## src/rtl/cpu_pkg.sv

```systemverilog
// Shared definitions for the instruction fetch/execute sequencer.
// Holds the controller state encoding, the instruction CLASS and branch
// COND codes, the fixed ALU opcodes used during fetch, the default ALU
// operand select, and the packed bundle of datapath strobes.
package cpu_pkg;

    typedef enum logic [3:0] {
        F_MAR,
        F_INC,
        F_WAIT,
        F_IR,
        DECODE,
        X_ALU,
        X_ADDR,
        X_MBR,
        M_WAIT,
        X_WB,
        X_BR,
        HALT,
        FAULT
    } state_e;

    localparam logic [2:0] CLASS_ALU    = 3'b000;
    localparam logic [2:0] CLASS_LOAD   = 3'b001;
    localparam logic [2:0] CLASS_STORE  = 3'b010;
    localparam logic [2:0] CLASS_BRANCH = 3'b011;
    localparam logic [2:0] CLASS_HALT   = 3'b111;

    localparam logic [3:0] COND_ALWAYS = 4'b0000;
    localparam logic [3:0] COND_Z      = 4'b0001;
    localparam logic [3:0] COND_NZ     = 4'b0010;
    localparam logic [3:0] COND_C      = 4'b0011;
    localparam logic [3:0] COND_NC     = 4'b0100;
    localparam logic [3:0] COND_N      = 4'b0101;
    localparam logic [3:0] COND_NN     = 4'b0110;
    localparam logic [3:0] COND_V      = 4'b0111;

    localparam logic [4:0] OPC_PASS = 5'b10010;
    localparam logic [4:0] OPC_INC  = 5'b10001;

    localparam logic [3:0] CU_PC = 4'hF;

    // One bit per datapath strobe, kept together so they register as a unit.
    typedef struct packed {
        logic marLoad;
        logic pcLoad;
        logic irLoad;
        logic mbrLoad;
        logic mbrStore;
        logic rfLoad;
        logic srLoad;
        logic aluStore;
        logic mfa;
        logic readWrite;
        logic wordByte;
    } strobes_t;

endpackage

```

## src/rtl/cond_eval.sv

```systemverilog
// Branch condition evaluator.
// Ports:
//   cond_i  - 4-bit COND field of the instruction
//   sr_i    - status flags {N,Z,C,V}
//   taken_o - 1 when the branch condition holds
// Codes above V are reserved and never take the branch.
module cond_eval
    import cpu_pkg::*;
(
    input  logic [3:0] cond_i,
    input  logic [3:0] sr_i,
    output logic       taken_o
);

    logic flagN;
    logic flagZ;
    logic flagC;
    logic flagV;

    assign flagN = sr_i[3];
    assign flagZ = sr_i[2];
    assign flagC = sr_i[1];
    assign flagV = sr_i[0];

    always_comb begin
        taken_o = 1'b0;
        case (cond_i)
            COND_ALWAYS: taken_o = 1'b1;
            COND_Z:      taken_o = flagZ;
            COND_NZ:     taken_o = ~flagZ;
            COND_C:      taken_o = flagC;
            COND_NC:     taken_o = ~flagC;
            COND_N:      taken_o = flagN;
            COND_NN:     taken_o = ~flagN;
            COND_V:      taken_o = flagV;
            default:     taken_o = 1'b0;
        endcase
    end

endmodule

```

## src/rtl/fetch_sequencer.sv

```systemverilog
// Microsequencer for a simple load/store CPU: fetches an instruction,
// decodes its CLASS and walks the ALU / LOAD / STORE / BRANCH / HALT paths,
// driving the datapath strobes. Memory waits are bounded by MFC_TIMEOUT;
// running out of time parks the controller in FAULT until Reset.
// Ports:
//   Clk, Reset        - falling-edge clock, asynchronous active-high reset
//   MFC               - memory function complete
//   IR, SR            - current instruction, status flags {N,Z,C,V}
//   MARLOAD..WORD_BYTE- datapath strobes (READ_WRITE=1 means read)
//   opcode, CU        - ALU operation and operand select
//   Busy, Fault       - running indicator, memory timeout indicator
module fetch_sequencer
    import cpu_pkg::*;
#(
    parameter int DATA_W      = 32,
    parameter int OPC_W       = 5,
    parameter int MFC_TIMEOUT = 15
) (
    input  logic              Clk,
    input  logic              Reset,
    input  logic              MFC,
    input  logic [DATA_W-1:0] IR,
    input  logic [3:0]        SR,
    output logic              MARLOAD,
    output logic              PCLOAD,
    output logic              IRLOAD,
    output logic              MBRLOAD,
    output logic              MBRSTORE,
    output logic              RFLOAD,
    output logic              SRLOAD,
    output logic              ALUSTORE,
    output logic              MFA,
    output logic              READ_WRITE,
    output logic              WORD_BYTE,
    output logic [OPC_W-1:0]  opcode,
    output logic [3:0]        CU,
    output logic              Busy,
    output logic              Fault
);

    localparam int CNT_W = $clog2(MFC_TIMEOUT + 1);
    localparam logic [CNT_W-1:0] CNT_LAST   = CNT_W'(MFC_TIMEOUT - 1);
    localparam logic [CNT_W-1:0] CNT_ONE    = CNT_W'(1);
    localparam logic [OPC_W-1:0] OPC_PASS_W = OPC_W'(OPC_PASS);
    localparam logic [OPC_W-1:0] OPC_INC_W  = OPC_W'(OPC_INC);

    logic [2:0]       irClass;
    logic [3:0]       irCond;
    logic [OPC_W-1:0] irOp;
    logic             unusedIrLow;
    logic             condTaken;

    assign irClass     = IR[DATA_W-1 -: 3];
    assign irCond      = IR[DATA_W-4 -: 4];
    assign irOp        = IR[DATA_W-8 -: OPC_W];
    assign unusedIrLow = ^IR[DATA_W-8-OPC_W:0];

    cond_eval u_condEval (
        .cond_i  (irCond),
        .sr_i    (SR),
        .taken_o (condTaken)
    );

    state_e           state_q,    state_d;
    logic [CNT_W-1:0] cnt_q,      cnt_d;
    logic             memWrite_q, memWrite_d;
    logic             started_q,  started_d;
    strobes_t         strobes_q,  strobes_d;
    logic [OPC_W-1:0] opcode_q,   opcode_d;
    logic [3:0]       cu_q,       cu_d;
    logic             busy_q,     busy_d;
    logic             fault_q,    fault_d;

    // Next-state logic. The first edge after reset only loads the F_MAR
    // outputs (started_q is still 0), so F_MAR is seen for a full cycle.
    // In a wait state MFC is checked before the timeout, so a completion
    // arriving on the last allowed cycle is honoured.
    always_comb begin
        state_d    = state_q;
        cnt_d      = cnt_q;
        memWrite_d = memWrite_q;
        started_d  = 1'b1;
        case (state_q)
            F_MAR: state_d = started_q ? F_INC : F_MAR;
            F_INC: begin
                state_d = F_WAIT;
                cnt_d   = '0;
            end
            F_WAIT: begin
                if (MFC) begin
                    state_d = F_IR;
                end else begin
                    cnt_d = cnt_q + CNT_ONE;
                    if (cnt_q == CNT_LAST) state_d = FAULT;
                end
            end
            F_IR: state_d = DECODE;
            DECODE: begin
                case (irClass)
                    CLASS_ALU:    state_d = X_ALU;
                    CLASS_LOAD: begin
                        state_d    = X_ADDR;
                        memWrite_d = 1'b0;
                    end
                    CLASS_STORE: begin
                        state_d    = X_ADDR;
                        memWrite_d = 1'b1;
                    end
                    CLASS_BRANCH: state_d = condTaken ? X_BR : F_MAR;
                    CLASS_HALT:   state_d = HALT;
                    default:      state_d = F_MAR;
                endcase
            end
            X_ALU: state_d = F_MAR;
            X_ADDR: begin
                state_d = memWrite_q ? X_MBR : M_WAIT;
                cnt_d   = '0;
            end
            X_MBR: begin
                state_d = M_WAIT;
                cnt_d   = '0;
            end
            M_WAIT: begin
                if (MFC) begin
                    state_d = memWrite_q ? F_MAR : X_WB;
                end else begin
                    cnt_d = cnt_q + CNT_ONE;
                    if (cnt_q == CNT_LAST) state_d = FAULT;
                end
            end
            X_WB:  state_d = F_MAR;
            X_BR:  state_d = F_MAR;
            HALT:  state_d = HALT;
            FAULT: state_d = FAULT;
            default: state_d = F_MAR;
        endcase
    end

    // Output decode of the state being entered, so the registered outputs
    // line up with the state register in the same cycle.
    always_comb begin
        strobes_d = '0;
        opcode_d  = OPC_PASS_W;
        cu_d      = CU_PC;
        busy_d    = 1'b1;
        fault_d   = 1'b0;
        case (state_d)
            F_MAR: begin
                strobes_d.aluStore = 1'b1;
                strobes_d.marLoad  = 1'b1;
            end
            F_INC: begin
                strobes_d.aluStore  = 1'b1;
                strobes_d.pcLoad    = 1'b1;
                strobes_d.mfa       = 1'b1;
                strobes_d.readWrite = 1'b1;
                strobes_d.wordByte  = 1'b1;
                opcode_d            = OPC_INC_W;
            end
            F_WAIT: begin
                strobes_d.mfa       = 1'b1;
                strobes_d.readWrite = 1'b1;
                strobes_d.wordByte  = 1'b1;
            end
            F_IR: begin
                strobes_d.irLoad   = 1'b1;
                strobes_d.mbrStore = 1'b1;
            end
            X_ALU: begin
                strobes_d.aluStore = 1'b1;
                strobes_d.rfLoad   = 1'b1;
                strobes_d.srLoad   = 1'b1;
                opcode_d           = irOp;
                cu_d               = irCond;
            end
            X_ADDR: begin
                strobes_d.aluStore = 1'b1;
                strobes_d.marLoad  = 1'b1;
                opcode_d           = irOp;
            end
            X_MBR: strobes_d.mbrLoad = 1'b1;
            M_WAIT: begin
                strobes_d.mfa       = 1'b1;
                strobes_d.readWrite = ~memWrite_d;
                strobes_d.wordByte  = 1'b1;
            end
            X_WB: begin
                strobes_d.mbrStore = 1'b1;
                strobes_d.rfLoad   = 1'b1;
            end
            X_BR: begin
                strobes_d.aluStore = 1'b1;
                strobes_d.pcLoad   = 1'b1;
                opcode_d           = irOp;
            end
            HALT: busy_d = 1'b0;
            FAULT: begin
                busy_d  = 1'b0;
                fault_d = 1'b1;
            end
            default: ;
        endcase
    end

    // State and output registers. Reset clears every strobe immediately,
    // which also drops a pending MFA when a wait is aborted.
    always_ff @(negedge Clk or posedge Reset) begin
        if (Reset) begin
            state_q    <= F_MAR;
            cnt_q      <= '0;
            memWrite_q <= 1'b0;
            started_q  <= 1'b0;
            strobes_q  <= '0;
            opcode_q   <= OPC_PASS_W;
            cu_q       <= '0;
            busy_q     <= 1'b1;
            fault_q    <= 1'b0;
        end else begin
            state_q    <= state_d;
            cnt_q      <= cnt_d;
            memWrite_q <= memWrite_d;
            started_q  <= started_d;
            strobes_q  <= strobes_d;
            opcode_q   <= opcode_d;
            cu_q       <= cu_d;
            busy_q     <= busy_d;
            fault_q    <= fault_d;
        end
    end

    assign MARLOAD    = strobes_q.marLoad;
    assign PCLOAD     = strobes_q.pcLoad;
    assign IRLOAD     = strobes_q.irLoad;
    assign MBRLOAD    = strobes_q.mbrLoad;
    assign MBRSTORE   = strobes_q.mbrStore;
    assign RFLOAD     = strobes_q.rfLoad;
    assign SRLOAD     = strobes_q.srLoad;
    assign ALUSTORE   = strobes_q.aluStore;
    assign MFA        = strobes_q.mfa;
    assign READ_WRITE = strobes_q.readWrite;
    assign WORD_BYTE  = strobes_q.wordByte;
    assign opcode     = opcode_q;
    assign CU         = cu_q;
    assign Busy       = busy_q;
    assign Fault      = fault_q;

endmodule

```

## config.mk

```make
export PLATFORM = sky130hd
export DESIGN_NAME = fetch_sequencer
export DESIGN_NICKNAME = d
export VERILOG_FILES = /design/src/rtl/cpu_pkg.sv /design/src/rtl/cond_eval.sv /design/src/rtl/fetch_sequencer.sv
export SDC_FILE = /design/constraint.sdc
export NUM_CORES = 1
export LEC_CHECK = 0
export BUFFER_PORTS_ARGS = -buffer_cell sky130_fd_sc_hd__buf_2
export CAP_MARGIN = 20
export CORE_ASPECT_RATIO = 1.1
export CORE_MARGIN = 1
export CORE_UTILIZATION = 44
export CTS_BUF_LIST = sky130_fd_sc_hd__clkbuf_16
export DETAILED_ROUTE_END_ITERATION = 8
export PLACE_DENSITY = 0.76
export SLEW_MARGIN = 10
export SYNTH_ARGS = -nofsm -noshare
export SYNTH_HDL_FRONTEND = slang
export SYNTH_SLANG_ARGS = --single-unit
```

## constraint.sdc

```tcl
create_clock -name Clk -period 1.9 [get_ports Clk]
set_input_delay 0.19 -clock Clk [delete_from_list [all_inputs] [get_ports Clk]]
set_output_delay 0.19 -clock Clk [all_outputs]
set_load 0.05 [all_outputs]
```

==> summary.md, run 1 <==
| Metric | Value |
|---|---|
| Run status | complete, but fails checks |
| Failing checks | negative setup slack |
| DR vias | 1842 |
| Cell area after layout | 3020 µm² |
| Worst hold path startpoint | cnt_q[3] |
| Post-CTS Hold Buffers | 0 |
| Worst setup path category | flop to output port |
| Number of rows created at floorplan | 22 |
| FF-to-FF path depth | 7 |
| Setup violations, final | 43 |
| FF-to-FF End | READ_WRITE |
| Number of ports placed on the die boundary | 61 |
| Cell area after placement | 2200 µm² |
| Final slew viol count | 0 |
| Input/output buffers | 40 |
| Final std cells w/o fill | 314 |
| Element type at the critical path start | flop |
| Hold path endpoint | cnt_q[3] |
| Total clock buffers created by CTS | 5 |
| Overall fraction of global-route tracks in use | 30.7% |
| Layout cell share with drive strength beyond 1 | 59.8% |
| Leading cell type by number of instances after synthesis | dfrtn_1 |
| Total Routed Length | 6950 µm |
| Largest fanout on the critical path | 1 |
| Critical Path RT | 1.71 ns |
| Proportion of power drawn by the clock network | 20.1% |
| Reg2Reg Setup Slack | -0.33 ns |
| Highest ir drop seen on vdd | 1.32 mV |
| Count of TritonRoute iterations in the first routing pass | 4 |
| Fraction of registers with async set/reset | 100% |
| CP cell instances | buf_6 |
| Maximum root-to-sink buffer count | 2 |
| GRT overflow | 0 |
| Switching Power | 0.00217 W |
| Core Region | 3440 µm² |
| Origin of the critical flop-to-flop path | state_q[3] |
| Final sum of negative setup slack | -8.48 ns |
| Number of violations reported at the end of detailed-routing iteration 0 | 138 |
| Antenna violations before repair | 0 |
| Top cells by count, synth | dfrtn_1, nand2_1, nor2_1, o21ai_0, inv_1 |
| Post-synthesis instance total | 166 |
| H-tree depth | 2 |
| Filler cell count | 146 |
| Number of placed cells counting well taps | 285 |
| Total buffers and inverters traversed by the critical path | 1 |
| Clock skew | 0.100 ns |
| Number of cells on the worst hold path | 1 |
| Slowest Stage Delay on Critical Path | 0.57 ns |
| Die extent in y | 65.9 µm |
| Crit end category | output port |
| Largest net degree at the start of global routing | 32 |
| Largest cells by area after synthesis | dfrtn_1, dfstp_2, o21ai_0, nand2_1, nor2b_1 |
| Total half-perimeter wirelength after legalization and detailed placement | 2920 µm |
| Number of nets in the layout | 306 |
| Count of flip-flops with a built-in enable after synthesis | 0 |
| # diodes | 0 |
| Share of the synthesized area in the top cell type | 42.9% |
| Clk sink count | 31 |
| Global placer's final weighted congestion | 0.897 |
| Mapped Nets | 207 |
| Final total power | 0.00500 W |
| Post-synthesis register bit count | 31 |
| Latest clock arrival within the worst-skew pair | 0.40 ns |
| Antenna Nets Post-Route | 0 |
| Wire length of the first global-routing pass | 8760 µm |
| Power per cell area | 1660 nW/µm² |
| CTS Root Buffer Type | clkbuf_16 |
| RSZ-0062 raised after global routing | true |
| Netlist cell types | 48 |
| Final routed DRC violation total | 0 |
| Worst Setup Slack, final | -0.372 ns |
| Clock slew seen by the registers of the worst setup and hold paths | 0.09 ns |
| CP delay by family, top | flip-flops |
| HP Class | flop to flop |
| Cell type with the highest aggregate area in the netlist | dfrtn_1 |
| Ys Warns | 0 |
| Growth of design area from synthesis to finish | 85.0% |
| Average size of a mapped cell | 9.83 µm² |
| Starting utilization of the core area | 47.4% |
| Crit path max-delay cell type | dfstp_2 |
| Via density per instance | 5.87 |
| Gate power share | 60.4% |
| Die ar. | 3960 µm² |
| Area of the mapped netlist | 1630 µm² |
| Proportion of power drawn by flip-flops and latches | 19.5% |
| Leak | 1.43 nW |
| Switching Fraction | 43.3% |
| DR WL/cell | 22.1 µm |
| CTS tree | yes |
| Register area share after synthesis | 47.8% |
| Worst Path Arrival | 2.08 ns |
| Die Span X | 60.1 µm |
| Vias in the first global route | 1766 |
| Power Internal | 0.00283 W |
| Final Hold Fails | 0 |
| Prevailing post-synth register cell | dfrtn_1 |
| Max cap viols | 0 |
power groups by stage:
stage	combinational (W)	clock (W)	sequential, W
after floorplan	0.000998	0.0000131	0.00128
after global placement	0.00192	0.0000131	0.000916
after detailed placement	0.00197	0.0000131	0.000920
after CTS	0.00248	0.000951	0.000941
after global routing	0.00313	0.00103	0.000978
final	0.00302	0.00100	0.000973
state kept, by name (all words and copies together) (netlist names), 4 cells and up:
| register | cells |
|---|---|
| opcode | 5 |
| CU | 4 |
| cnt_q | 4 |
| state_q | 4 |
how the worst max path moves through the flow:
stage	start	to	depth (start not counted)
floorplan	SR[0]	opcode[0]	6
global placement	MFC	opcode[0]	9
detailed placement	MFC	READ_WRITE	7
CTS	IR[29]	READ_WRITE	7
global route	state_q[2]	READ_WRITE	7
finish	opcode[4]	opcode[4]	1
placed cells by master, fill, tap and decap left out, types with 7 or more instances in the layout:
cell type	count
buf_6	38
buf_4	36
dfrtn_1	28
buf_2	11
nor2_1	10
inv_1	9
nand3_1	8
o21ai_0	8
nand2_1	8
buf_12	7
timing repair:
| item | CTS | global route |
|---|---|---|
| buffers inserted | 13 | 11 |
| resized for setup | 87 | 41 |
| pin swaps | 12 | 17 |
| endpoints found under the setup margin | 42 | 47 |
stage by stage:
stage	hold WS [ns]	util (%)	setup WS (ns)
finish	0.536	87.7	-0.372
global route	0.564	87.7	-0.377
detailed placement	0.486	63.9	-0.677
floorplan	0.437	-	-0.344
global placement	0.479	63.9	-0.598
CTS	0.495	80.8	-0.279
per-layer routing:
layer | track usage (%) | vias up | part of all wire, %
met4 | 14.0 | 0 | 4.4
met5 | 0 | - | 0
met1 | 36.1 | 935 | 41
met2 | 53.3 | 104 | 49
met3 | 5.28 | 28 | 5.6
li1 | - | 775 | -
cell type report:
cell class	instances	area (µm²)	share of cell area, %
multi-input combinational	119	1010	33.6
timing repair buffer	95	938	31.1
sequential	31	779	25.8
clock buffer	5	125	4.15
tap	48	60.1	1.99
clock inverter	6	58.8	1.95
inverter	10	42.5	1.41
logic make-up (layout without fill, tap and decap cells):
family,count (synthesis),count (layout),share of synthesized area (%)
other,1,1,0.230
adders and majority gates,2,2,1.53
DFF,31,31,47.8
xor gates and xnor gates,3,3,1.61
buffers and inverters,16,116,4.75
muxes,1,1,0.690
AOI/OAI and AO/OA,41,41,18.3
and+or+nand+nor,71,71,25.2
Note: power is estimated with default switching activity, not from simulation.
==> run 2: changes to the inputs <==
SKIP_CTS_REPAIR_TIMING = 1   (was default)
TNS_END_PERCENT = 100   (was default)
==> run 2 against run 1 <==
  * The run still ends with negative setup slack left
  * Critical endpoint is now opcode[0]
  * Hold slack better by 0.0064 ns
  * Largest power group unchanged
  * Combinational power is 21% lower
  * Critical path type is now primary input to flop
  * Utilization is 9.6 points lower
  * Sequential share of layout area up 3.2 points
  * Largest cell class unchanged
  * Register-to-register slack improved by 0.14 ns
==> summary.md, run 2 (same netlist as run 1, synthesis figures left out) <==
| Metric | Value |
|---|---|
| RSZ-0062 raised after global routing | true |
| Met1 Resource Use GR | 28.9% |
| Leak | 1.30 nW |
| Post-Place Setup Slack | -0.677 ns |
| Critical Path RT | 1.09 ns |
| Layout cell share with drive strength beyond 1 | 53.8% |
| Cell area after placement | 2200 µm² |
| Total clock buffers created by CTS | 5 |
| CTS Root Buffer Type | clkbuf_16 |
| Crit path max-delay cell type | a2111o_1 |
| Number of violations reported at the end of detailed-routing iteration 0 | 117 |
| Latest clock arrival within the worst-skew pair | 0.36 ns |
| Failing checks | negative setup slack |
| Vias in the first global route | 1376 |
| Maximum root-to-sink buffer count | 2 |
| Count of TritonRoute iterations in the first routing pass | 4 |
| Die Span X | 60.1 µm |
| Total half-perimeter wirelength after legalization and detailed placement | 2920 µm |
| Final slew viol count | 0 |
| CP cell instances | buf_2, nor2b_4, nor3_2, a2111o_1, a21bo_4, a21boi_4, o21ai_1 |
| Highest ir drop seen on vdd | 0.859 mV |
| Met2 track demand over resource in global routing | 36.4% |
| Clock skew | 0.0634 ns |
| Worst Setup Slack, final | -0.380 ns |
| Antenna Nets Post-Route | 0 |
| Final routed DRC violation total | 0 |
| Largest net degree at the start of global routing | 32 |
| DR vias | 1676 |
| Worst Path Arrival | 1.47 ns |
| Total Routed Length | 5130 µm |
| Growth of design area from synthesis to finish | 64.6% |
| Input/output buffers | 40 |
| # diodes | 0 |
| Worst setup path category | primary input to flop |
| Wire length of the first global-routing pass | 6420 µm |
| HP Class | flop to flop |
| Die extent in y | 65.9 µm |
| Element type at the critical path start | primary input |
| Number of rows created at floorplan | 22 |
| Run status | complete, but fails checks |
| GRT overflow | 0 |
| Clk sink count | 31 |
| Leading cell type in the layout, fill and taps excluded | buf_4 |
| Top library cells by usage in the layout, fill and taps aside | buf_4, dfrtn_1, buf_6 |
| Max cap viols | 0 |
| Power per cell area | 1600 nW/µm² |
| Setup violations, final | 43 |
| Cell area after layout | 2690 µm² |
| Overall fraction of global-route tracks in use | 22.5% |
| Clock slew seen by the registers of the worst setup and hold paths | 0.04 ns |
| Number of ports placed on the die boundary | 61 |
| Global-route met3 utilization | 4.11% |
| Number of nets in the layout | 291 |
| Die ar. | 3960 µm² |
| Largest fanout on the critical path | 4 |
| DR WL/cell | 17.1 µm |
| Starting utilization of the core area | 47.4% |
| Antenna violations before repair | 0 |
| Max reg flops | 5 |
| CTS tree | yes |
| Final Hold Fails | 0 |
| Via density per instance | 5.61 |
| H-tree depth | 2 |
| Crit end category | flop |
| Core Region | 3440 µm² |
| Busiest layer in global routing | met2 |
| Global placer's final weighted congestion | 0.897 |
| Slowest Stage Delay on Critical Path | 0.45 ns |
[run 2: where the power goes]
group	switching, W	leakage (nW)	internal [W]
combinational	0.00138	0.811	0.00101
clock	0.000330	0.100	0.000631
sequential	0.000100	0.384	0.000848
[run 2: worst max-delay path, delay by kind of cell]
| kind | cells | cell delay, ns |
|---|---|---|
| buffers and inverters | 1 | 0.09 |
| and+or+nand+nor | 2 | 0.17 |
| AOI/OAI and AO/OA | 4 | 1.02 |
[run 2: path summary, 6_finish.rpt]
path | start | end | slack [ns] | depth (start not counted)
min in group asynchronous | Reset | IRLOAD | 0.76 | 3
worst min register to register | cnt_q[3] | cnt_q[3] | 0.54 | 1
worst max register to register | state_q[3] | opcode[1] | -0.19 | 7
max in group asynchronous | Reset | opcode[1] | 0.83 | 3
worst max-delay path | SR[1] | opcode[0] | -0.38 | 7
worst min-delay path | cnt_q[3] | cnt_q[3] | 0.54 | 1
[run 2: routing by layer]
metal  part of all wire, %  up-vias
li1                      -      749
met1                    37      836
met2                    54       79
met3                   5.8       12
met4                   2.5        0
met5                     0        -
[run 2: per-stage QoR]
stage	total power (W)	util (%)	std cells	hold slack [ns]	setup TNS [ns]
finish	0.00429	78.1	299	0.543	-8.22
global route	0.00447	78.1	299	0.571	-9.46
CTS	0.00385	69.2	295	0.495	-9.22
detailed placement	0.00291	63.9	285	0.486	-11.97
global placement	0.00285	63.9	285	0.479	-11.43
floorplan	0.00229	-	166	0.437	-5.20
[run 2: layout make-up]
class	instances	area [µm²]
multi-input cells	119	923
flip-flops and latches	31	779
fillers	192	754
repair buffers	80	699
clock buffers	5	125
well taps	48	60.1
clock inverters	6	58.8
inverters	10	40.0
